`src/rtl/mem_io_bridge_pkg.sv`:
```
// Shared types and default parameters for the memory / memory-mapped IO bridge.
package mem_io_bridge_pkg;

  typedef enum logic [1:0] {
    ST_IDLE   = 2'd0,
    ST_ACCESS = 2'd1,
    ST_DONE   = 2'd2
  } state_e;

  localparam int unsigned DEF_DATA_W     = 32;
  localparam int unsigned DEF_IO_W       = 16;
  localparam int unsigned DEF_N_IO       = 4;
  localparam int unsigned DEF_STRIDE_LG2 = 4;
  localparam int unsigned DEF_WAIT_CYC   = 1;
  localparam int unsigned DEF_TIMEOUT    = 15;
  localparam logic [31:0] DEF_IO_BASE    = 32'hFFFFFC00;

endpackage

```
`src/rtl/mem_io_bridge_io_addr_decode.sv`:
```
// Combinational IO window decode: window hit, channel index and one-hot chip select.
module io_addr_decode
  import mem_io_bridge_pkg::*;
#(
  parameter int unsigned N_IO       = DEF_N_IO,
  parameter logic [31:0] IO_BASE    = DEF_IO_BASE,
  parameter int unsigned STRIDE_LG2 = DEF_STRIDE_LG2
) (
  input  logic [31:0]               addr_in,
  output logic                      hit,
  output logic [$clog2(N_IO)-1:0]   ch,
  output logic [N_IO-1:0]           onehot
);

  localparam int unsigned CH_W = $clog2(N_IO);
  // One extra bit so a window ending exactly at 2^32 cannot wrap.
  localparam logic [32:0] WIN_LO = {1'b0, IO_BASE};
  localparam logic [32:0] WIN_HI = WIN_LO + (33'(N_IO) << STRIDE_LG2);

  always_comb begin
    hit         = ({1'b0, addr_in} >= WIN_LO) && ({1'b0, addr_in} < WIN_HI);
    ch          = addr_in[STRIDE_LG2 +: CH_W];
    onehot      = '0;
    onehot[ch]  = 1'b1;
  end

endmodule

```
`src/rtl/mem_io_bridge.sv`:
```
// Memory / IO selector: combinational data-memory path plus a stalled, handshaked
// IO access FSM with wait states, timeout and sign/zero-extended read-back.
module mem_io_bridge
  import mem_io_bridge_pkg::*;
#(
  parameter int unsigned DATA_W     = DEF_DATA_W,
  parameter int unsigned IO_W       = DEF_IO_W,
  parameter int unsigned N_IO       = DEF_N_IO,
  parameter logic [31:0] IO_BASE    = DEF_IO_BASE,
  parameter int unsigned STRIDE_LG2 = DEF_STRIDE_LG2,
  parameter int unsigned WAIT_CYC   = DEF_WAIT_CYC,
  parameter int unsigned TIMEOUT    = DEF_TIMEOUT
) (
  input  logic                   clk,
  input  logic                   rst,
  input  logic                   m_read,
  input  logic                   m_write,
  input  logic                   io_read,
  input  logic                   io_write,
  input  logic                   io_sext,
  input  logic [31:0]            addr_in,
  output logic [31:0]            addr_out,
  input  logic [DATA_W-1:0]      m_rdata,
  input  logic [DATA_W-1:0]      r_rdata,
  input  logic [N_IO*IO_W-1:0]   io_rdata,
  input  logic [N_IO-1:0]        io_ready,
  output logic [DATA_W-1:0]      r_wdata,
  output logic [DATA_W-1:0]      write_data,
  output logic [IO_W-1:0]        io_wdata,
  output logic [N_IO-1:0]        io_cs,
  output logic                   io_rd,
  output logic                   io_wr,
  output logic                   stall,
  output logic                   io_err
);

  localparam int unsigned CH_W  = $clog2(N_IO);
  localparam int unsigned CNT_W = $clog2(TIMEOUT + 1);

  logic              dec_hit;
  logic [CH_W-1:0]   dec_ch;
  logic [N_IO-1:0]   dec_onehot;
  logic              io_req;

  state_e            state_q,    state_d;
  logic [CNT_W-1:0]  cnt_q,      cnt_d;
  logic [CH_W-1:0]   ch_q,       ch_d;
  logic              wr_q,       wr_d;
  logic              hit_q,      hit_d;
  logic              err_q,      err_d;
  logic              sext_q,     sext_d;
  logic [IO_W-1:0]   io_wdata_q, io_wdata_d;
  logic [N_IO-1:0]   io_cs_q,    io_cs_d;
  logic              io_rd_q,    io_rd_d;
  logic              io_wr_q,    io_wr_d;
  logic [IO_W-1:0]   rd_buf_q,   rd_buf_d;
  logic [DATA_W-1:0] rd_ext;
  logic              wait_met;
  logic              last_try;

  io_addr_decode #(
    .N_IO       (N_IO),
    .IO_BASE    (IO_BASE),
    .STRIDE_LG2 (STRIDE_LG2)
  ) u_decode (
    .addr_in (addr_in),
    .hit     (dec_hit),
    .ch      (dec_ch),
    .onehot  (dec_onehot)
  );

  assign io_req   = io_read | io_write;
  assign addr_out = addr_in;
  assign io_wdata = io_wdata_q;
  assign io_cs    = io_cs_q;
  assign io_rd    = io_rd_q;
  assign io_wr    = io_wr_q;
  assign rd_ext   = {{(DATA_W-IO_W){sext_q & rd_buf_q[IO_W-1]}}, rd_buf_q};
  assign wait_met = 32'(cnt_q) >= WAIT_CYC;
  assign last_try = 32'(cnt_q) == TIMEOUT - 1;

  always_comb begin
    // NOTE: every signal written here gets a default first, so no path can infer a latch.
    state_d    = state_q;
    cnt_d      = cnt_q;
    ch_d       = ch_q;
    wr_d       = wr_q;
    hit_d      = hit_q;
    err_d      = err_q;
    sext_d     = sext_q;
    io_wdata_d = io_wdata_q;
    io_cs_d    = io_cs_q;
    io_rd_d    = io_rd_q;
    io_wr_d    = io_wr_q;
    rd_buf_d   = rd_buf_q;
    stall      = 1'b0;
    io_err     = 1'b0;
    r_wdata    = '0;
    write_data = '0;

    unique case (state_q)
      ST_IDLE: begin
        if (io_req) begin
          // IO wins over any memory flag raised in the same cycle; that combination is an error.
          stall      = 1'b1;
          state_d    = ST_ACCESS;
          cnt_d      = '0;
          ch_d       = dec_ch;
          wr_d       = io_write;
          hit_d      = dec_hit;
          err_d      = m_read | m_write | (io_read & io_write);
          sext_d     = io_sext;
          io_wdata_d = r_rdata[IO_W-1:0];
          rd_buf_d   = '0;
          io_cs_d    = dec_hit ? dec_onehot : '0;
          io_rd_d    = dec_hit & ~io_write;
          io_wr_d    = dec_hit & io_write;
        end else begin
          if (m_read)  r_wdata    = m_rdata;
          if (m_write) write_data = r_rdata;
        end
      end

      ST_ACCESS: begin
        stall = 1'b1;
        cnt_d = cnt_q + 1'b1;
        if (!hit_q || (wait_met && io_ready[ch_q]) || last_try) begin
          state_d = ST_DONE;
          io_cs_d = '0;
          io_rd_d = 1'b0;
          io_wr_d = 1'b0;
          if (!hit_q) begin
            err_d = 1'b1;
          end else if (wait_met && io_ready[ch_q]) begin
            if (!wr_q) rd_buf_d = io_rdata[int'(ch_q)*IO_W +: IO_W];
          end else begin
            err_d = 1'b1;
          end
        end
      end

      ST_DONE: begin
        io_err  = err_q;
        r_wdata = wr_q ? '0 : rd_ext;
        state_d = ST_IDLE;
      end

      default: state_d = ST_IDLE;
    endcase
  end

  always_ff @(posedge clk) begin
    if (rst) begin
      state_q    <= ST_IDLE;
      cnt_q      <= '0;
      ch_q       <= '0;
      wr_q       <= 1'b0;
      hit_q      <= 1'b0;
      err_q      <= 1'b0;
      sext_q     <= 1'b0;
      io_wdata_q <= '0;
      io_cs_q    <= '0;
      io_rd_q    <= 1'b0;
      io_wr_q    <= 1'b0;
      rd_buf_q   <= '0;
    end else begin
      // NOTE: non-blocking assignments so every flop samples pre-edge values together.
      state_q    <= state_d;
      cnt_q      <= cnt_d;
      ch_q       <= ch_d;
      wr_q       <= wr_d;
      hit_q      <= hit_d;
      err_q      <= err_d;
      sext_q     <= sext_d;
      io_wdata_q <= io_wdata_d;
      io_cs_q    <= io_cs_d;
      io_rd_q    <= io_rd_d;
      io_wr_q    <= io_wr_d;
      rd_buf_q   <= rd_buf_d;
    end
  end

endmodule

```
`config.mk`:
```
export PLATFORM = sky130hd
export DESIGN_NAME = mem_io_bridge
export DESIGN_NICKNAME = d
export VERILOG_FILES = /design/src/rtl/mem_io_bridge_pkg.sv /design/src/rtl/mem_io_bridge_io_addr_decode.sv /design/src/rtl/mem_io_bridge.sv
export SDC_FILE = /design/constraint.sdc
export NUM_CORES = 1
export LEC_CHECK = 0
export CAP_MARGIN = 15
export CORE_ASPECT_RATIO = 0.7
export CORE_MARGIN = 2
export CORE_UTILIZATION = 32
export DETAILED_ROUTE_END_ITERATION = 8
export PLACE_DENSITY = 0.81
export SLEW_MARGIN = 10
export SYNTH_ARGS = -nofsm -noshare
export SYNTH_HDL_FRONTEND = slang
export SYNTH_SLANG_ARGS = --single-unit
```
`constraint.sdc`:
```
create_clock -name clk -period 2.85 [get_ports clk]
set_clock_uncertainty 0.2 [all_clocks]
set_input_delay 0.7125 -clock clk [delete_from_list [all_inputs] [get_ports clk]]
set_output_delay 0.7125 -clock clk [all_outputs]
set_load 0.005 [all_outputs]
```
Yosys cells after proc, flatten, opt, wreduce, memory -nomap -nowiden
Cells that the tools add are included.
Storage, ports and cells
  register bits: 50
  input bits: 171
  output and inout port bits: 120
  word-level logic and storage cells: 90
Operators by class
  $add $sub $neg: 1
  order comparisons: 6
  equality and inequality tests: 9
  shift-type cells: 1
  muxes and demuxes: 39
  bitwise gates (word level): 8
  reduce and logical (&&, ||, !) cells: 14
Operators by type and width (number)
  32-bit 2-to-1 mux: 6
  16-bit 2-to-1 mux: 5
  32-bit one-hot mux with 2 select lines: 1
  64-bit by 7-bit variable part select with 16-bit output: 1
  32-bit greater-or-equal comparator, second input constant: 1
  32-bit < comparator, second input constant: 1
  16-bit one-hot mux with 2 select lines: 1
  4-bit 2-to-1 mux: 4
  4-bit one-hot mux with 2 select lines: 2
  1-bit 2-to-1 mux: 11
  2-bit inequality test, second input constant: 5
  1-bit one-hot mux with 2 select lines: 4
  2-bit by 3-bit < comparator with 1-bit output, second input constant: 2
  2-bit AND reduction: 3
  6-bit AND reduction: 1
  4-bit by 1-bit adder with 4-bit output, second input constant: 1
  1-bit bitwise AND: 4
  4-bit == test, second input constant: 1
  4-bit by 1-bit greater-or-equal comparator with 1-bit output, second input constant: 1
  2-bit 2-to-1 mux: 2
  2-bit one-hot mux with 2 select lines: 1
  4-bit AND reduction: 1
  1-bit logical AND: 3
  3-bit inequality test, second input constant: 1
  12 further kinds: 15

Logic depth before layout (Yosys ltp)
  depth in word-level cells: 7
  gate-level depth with buffers: 8
  depth with buffers taken out: 6

Modules after synthesis
From an unflattened synthesis, not the netlist that was laid out.
Unflattened totals
  cells, all modules: 370
  area total of the unflattened synthesis: 3355.7 sq um
By module, submodules not included
  mem_io_bridge: instances 1, cells an instance 354, area an instance 3243.1 sq um, sequential area each 1001.0 sq um
  io_addr_decode: instances 1, cells an instance 16, area an instance 112.6 sq um, sequential area each 0.0 sq um

Worst setup path after synthesis
No wires, ideal clock.
  kind: input port to output port
  start point: in io_write
  end point: out r_wdata[10]
  data arrival time: 1785 ps
  data required time: 1938 ps
  path slack: 153 ps
  stages: 6
  path buffers: 3
  path through: clkbuf_1 -> nor2_1 -> and3_1 -> clkbuf_1 -> clkbuf_1 -> a22o_1
Between the ends
  longest elaborated chain between the ends: 3
Ends and longest elaborated chain
  start: declaration: line mem_io_bridge.sv:19  | input logic io_write,
  1-bit bitwise OR: line mem_io_bridge.sv:72  | assign io_req = io_read | io_write;
  32-bit 2-to-1 mux: line mem_io_bridge.sv:103  | if (io_req) begin
  32-bit one-hot mux with 2 select lines: line mem_io_bridge.sv:101  | unique case (state_q)
  end: declaration: line mem_io_bridge.sv:27  | output logic [DATA_W-1:0] r_wdata,
Every way passes these cells.

Worst setup path in the final report
  start point: in io_write
  end point: out stall
Between the ends
  longest elaborated chain between the ends: 3
Ends and longest elaborated chain
  1-bit bitwise OR: line mem_io_bridge.sv:72
  1-bit 2-to-1 mux: line mem_io_bridge.sv:103
  1-bit one-hot mux with 2 select lines: line mem_io_bridge.sv:101
  end: declaration: line mem_io_bridge.sv:33  | output logic stall,
Every way passes these cells.

==> results <==
- The first-pass GRT wire length is 21.47 mm.
- sky130_fd_sc_hd__dfxtp_1 takes more of the synthesized area than any other cell.
- Timing analysis after detailed placement gives a worst setup slack of -583.0 ps.
- After filler insertion, the fill cell instance count of the layout stands at 819.
- The critical path endpoint category is a primary output.
- During placement, the flow inserted port buffers numbering 282.
- The highest-delay cell along the critical path is sky130_fd_sc_hd__clkdlybuf4s50_1.
- The wire-length estimate of the detail-placed layout is 10.46 mm.
- For the worst setup path, the data arrival time is 1890 ps.
- The full die area is 11,380 um^2.
- Counting flops and latches in the post-synthesis netlist gives 50.
- For this design, the CTS-stage hold fixing added 0 buffers.
- The worst setup path is launched from an input pin.
- The average routed wire per standard cell is 17.42 um.
- The initial antenna violation count is 0.
- From synthesis to final layout, the design area changed by 92.46%.
- The number of ports placed on the die boundary is 291.
- Setup repair after global routing left no endpoint under its margin.
- The analysis attributes to cell leakage a power of 2.840 nW.
- The ratio of routed vias to standard cells is 4.809.
- TritonCTS built the clock tree.
- Detailed routing inserted a total of 3,756 vias.
- The class of the most critical setup path is in -> out.
- The post-synthesis net count is 565.
- The maximum number of pins on one net before global-route repair is 57.
- The count of antenna-violating nets left after detailed routing is 0.
- By area the synthesized netlist is led by sky130_fd_sc_hd__dfxtp_1, sky130_fd_sc_hd__mux4_2, sky130_fd_sc_hd__buf_4.
- For this run, design rule violations remaining after detail routing come to 0.
- The count of clock tree sinks is 50.
- Summing all flip-flop and latch instances after layout gives 1002 um^2.
- The hold violation count in the final report is 0.
- The fraction of synthesis flops using an asynchronous set or reset pin is 0.
- The prevailing post-synth register cell is sky130_fd_sc_hd__dfxtp_1.
- The post-synthesis sequential area ratio is 0.2971.
- Max-cap violations in this run came to 0.
- The power density over the cells is 330.9 nW/um^2.
- For this run, the total global-route usage over all layers was measured as 0.2345.
- VDD sags by at most 0.0002542 V.
- Once routing completed, OpenROAD measured the worst setup slack at 47.07 ps.
- The standard cell core area is 10,280 um^2.
- Final hold analysis gives a worst-case slack of 255.3 ps.
- The relative slew slack is 0.6375.
- The number of optimization iterations in the first detailed-route pass is 4.
- The required time reported for the critical path endpoint is 1940 ps.
- Routability-driven placement finished with a final weighted congestion of 0.8014.
- The global route total overflow is 0.
- Derived from the worst setup path, the maximum achievable clock frequency is 0.3568 GHz.
- Power comes to 0.002146 W.
- Of the cells placed in the final design, the portion with a size suffix greater than 1 is 0.1186.
- The flow ran to the end, and the final reports show no timing, DRC or antenna violations.
- The number of distinct library cells after synthesis is 41.
- Along the worst path, the maximum fanout reaches 6.
- The starting utilization of the core area is 0.3278.
- The signal on the critical path passes through buf_2 > buf_6 > nor3_1 > or2_2 > inv_1 > clkdlybuf4s50_1.
- The average footprint of a synthesized cell is 8.640 um^2.
- The proportion of netlist area held by the largest area contributor is 0.2971.
- The clock root buffer is sky130_fd_sc_hd__clkbuf_16.
- The post-detailed-routing wire length is 13.61 mm.
- From left edge to right edge, the die measures 126.6 um.
- The maximum buffer depth of the clock tree is 2.
- 0 antenna diodes ended up in the layout.
- The synthesized netlist cell count is 390.
- After clock tree synthesis, the clock-pin slew on the worst setup and hold paths is 60 ps.
- Summing every instance area after synthesis gives 3369 um^2.
- The peak per-stage delay on the critical path is 500 ps.
- The routed design could run at a clock period as short as 2803 ps.
- The total of endpoints with negative setup slack in the final report is 0.
- The multi-input gate area in the final layout is 1987 um^2.
- The count of buffering cells on the critical path with inverters included is 4.
- The cell family contributing the most delay on the critical path is buffers and inverters.
- At the pin with the least slew margin, the transition time is 543.8 ps.
- The number of max-slew violations in the final report was 0.
- The via count of the first global-routing pass is 4,038.
- The number of placement rows is 31.
- The vertical extent of the die is 89.86 um.
- The clock reaches the later pin of the worst-skew pair after 290 ps.
- The synthesized design contains 0 enable-type register cells.
- The final-stage net count is 823.
- The number of levels in the clock H-tree is 2.
- The Yosys step of the flow raised 0 warnings.
- The DRC violation total after the first TritonRoute iteration is 179.
- The path type of the worst min-delay path is reg -> reg.
- Buffers inserted during clock tree synthesis total 5.
- The final worst-path cycle share is 0.9835.
-- area by class of cell --
cell class / count / share of cell area
sequential: 50 / 0.1545
tap: 132 / 0.02547
multi-input combinational: 271 / 0.3064
clock inverter: 1 / 0.004631
timing repair buffer: 314 / 0.4850
clock buffer: 7 / 0.02045
inverter: 6 / 0.003473
-- cell usage in the layout, fill, tap and decap left out, types with 10 or more instances in the layout --
cell / count
sky130_fd_sc_hd__and2_1: 32
sky130_fd_sc_hd__mux2i_1: 16
sky130_fd_sc_hd__clkdlybuf4s15_1: 10
sky130_fd_sc_hd__dfxtp_1: 49
sky130_fd_sc_hd__a21o_1: 16
sky130_fd_sc_hd__a21oi_1: 23
sky130_fd_sc_hd__mux4_2: 14
sky130_fd_sc_hd__clkdlybuf4s50_1: 213
sky130_fd_sc_hd__buf_2: 12
sky130_fd_sc_hd__nand2_1: 60
sky130_fd_sc_hd__nand2b_1: 19
sky130_fd_sc_hd__dlygate4sd2_1: 43
sky130_fd_sc_hd__a22o_1: 16
sky130_fd_sc_hd__buf_4: 19
sky130_fd_sc_hd__nor2_1: 13
-- Yosys cell counts (4+ instances only) --
cell	number
sky130_fd_sc_hd__nand2b_1	19
sky130_fd_sc_hd__nor2b_1	7
sky130_fd_sc_hd__mux4_2	14
sky130_fd_sc_hd__a22o_1	16
sky130_fd_sc_hd__a21o_1	16
sky130_fd_sc_hd__nand2_1	60
sky130_fd_sc_hd__and3_1	4
sky130_fd_sc_hd__nand4_1	5
sky130_fd_sc_hd__and2_1	32
sky130_fd_sc_hd__mux2i_1	16
sky130_fd_sc_hd__buf_4	33
sky130_fd_sc_hd__o21ai_0	8
sky130_fd_sc_hd__a21oi_1	23
sky130_fd_sc_hd__clkbuf_1	23
sky130_fd_sc_hd__ha_1	4
sky130_fd_sc_hd__dfxtp_1	50
sky130_fd_sc_hd__o41ai_1	5
sky130_fd_sc_hd__nor3_1	4
sky130_fd_sc_hd__inv_1	6
sky130_fd_sc_hd__nor2_1	14
-- per-stage QoR --
step           cells  instance area [um^2]  utilization  setup TNS (ps)
2_1_floorplan    390                  3369            -               0
3_3_place_gp     759                  6161       0.5994          -33450
4_1_cts          780                  6464       0.6289               0
6_report         781                  6485       0.6309               0
3_5_place_dp     759                  6161       0.5994          -34580
5_1_grt          781                  6485       0.6309               0
-- sequential cells by signal, indices dropped and copies added, names as in the netlist, 2 cells and up --
signal / cells
cnt_q: 4
io_wdata: 16
ch_q: 2
rd_buf_q: 16
io_cs: 4
state_q: 2
-- power by group --
group	leakage (nW)	internal, W	switching, W	total, W
sequential	0.409	0.000737	0.0000266	0.000764
combinational	2.35	0.000457	0.000251	0.000708
clock	0.0781	0.000415	0.000259	0.000674
total	2.84	0.00161	0.000537	0.00215
-- final timing paths --
kind	slack [ps]	depth (start not counted)	start	end
worst max register to register	490	6	cnt_q[1]$_SDFFE_PP0P_	io_cs[3]$_SDFFE_PP0P_
worst min-delay path	260	2	io_wdata[11]$_SDFFE_PP0P_	io_wdata[11]$_SDFFE_PP0P_
worst min register to register	260	2	io_wdata[11]$_SDFFE_PP0P_	io_wdata[11]$_SDFFE_PP0P_
worst max-delay path	50	6	io_write	stall
-- tightest hold or removal path: stages, from the launching register on --
cell and delay [ps]:
sky130_fd_sc_hd__dfxtp_1 310, sky130_fd_sc_hd__nand2_1 50, sky130_fd_sc_hd__a21oi_1 50
-- per-layer routing --
layer | GRT usage | part of all wire | vias up
li1 | - | - | 1846
met1 | 0.2854 | 0.42 | 1747
met2 | 0.4167 | 0.49 | 149
met3 | 0.06131 | 0.070 | 14
met4 | 0.04853 | 0.014 | 0
met5 | 0 | 0 | -
-- repair_timing --
item / 4_1_cts / 5_1_grt
cloned: 5 / 0
endpoints found under the setup margin: 65 / 29
gates resized for setup: 115 / 14
setup buffers: 8 / 0
pin swaps: 4 / 2
-- cell families (layout without fill, tap and decap cells) --
| group | count (synthesis) | count (layout) | share of synthesized area |
|---|---|---|---|
| flops | 50 | 50 | 0.2971 |
| mux | 33 | 33 | 0.1645 |
| compound gates | 76 | 76 | 0.1604 |
| buf+inv | 69 | 328 | 0.1211 |
| simple gates | 157 | 157 | 0.2395 |
| fa+ha+maj | 4 | 4 | 0.01485 |
| xor+xnor | 1 | 1 | 0.002600 |
Power figures use the tool's default switching activity.
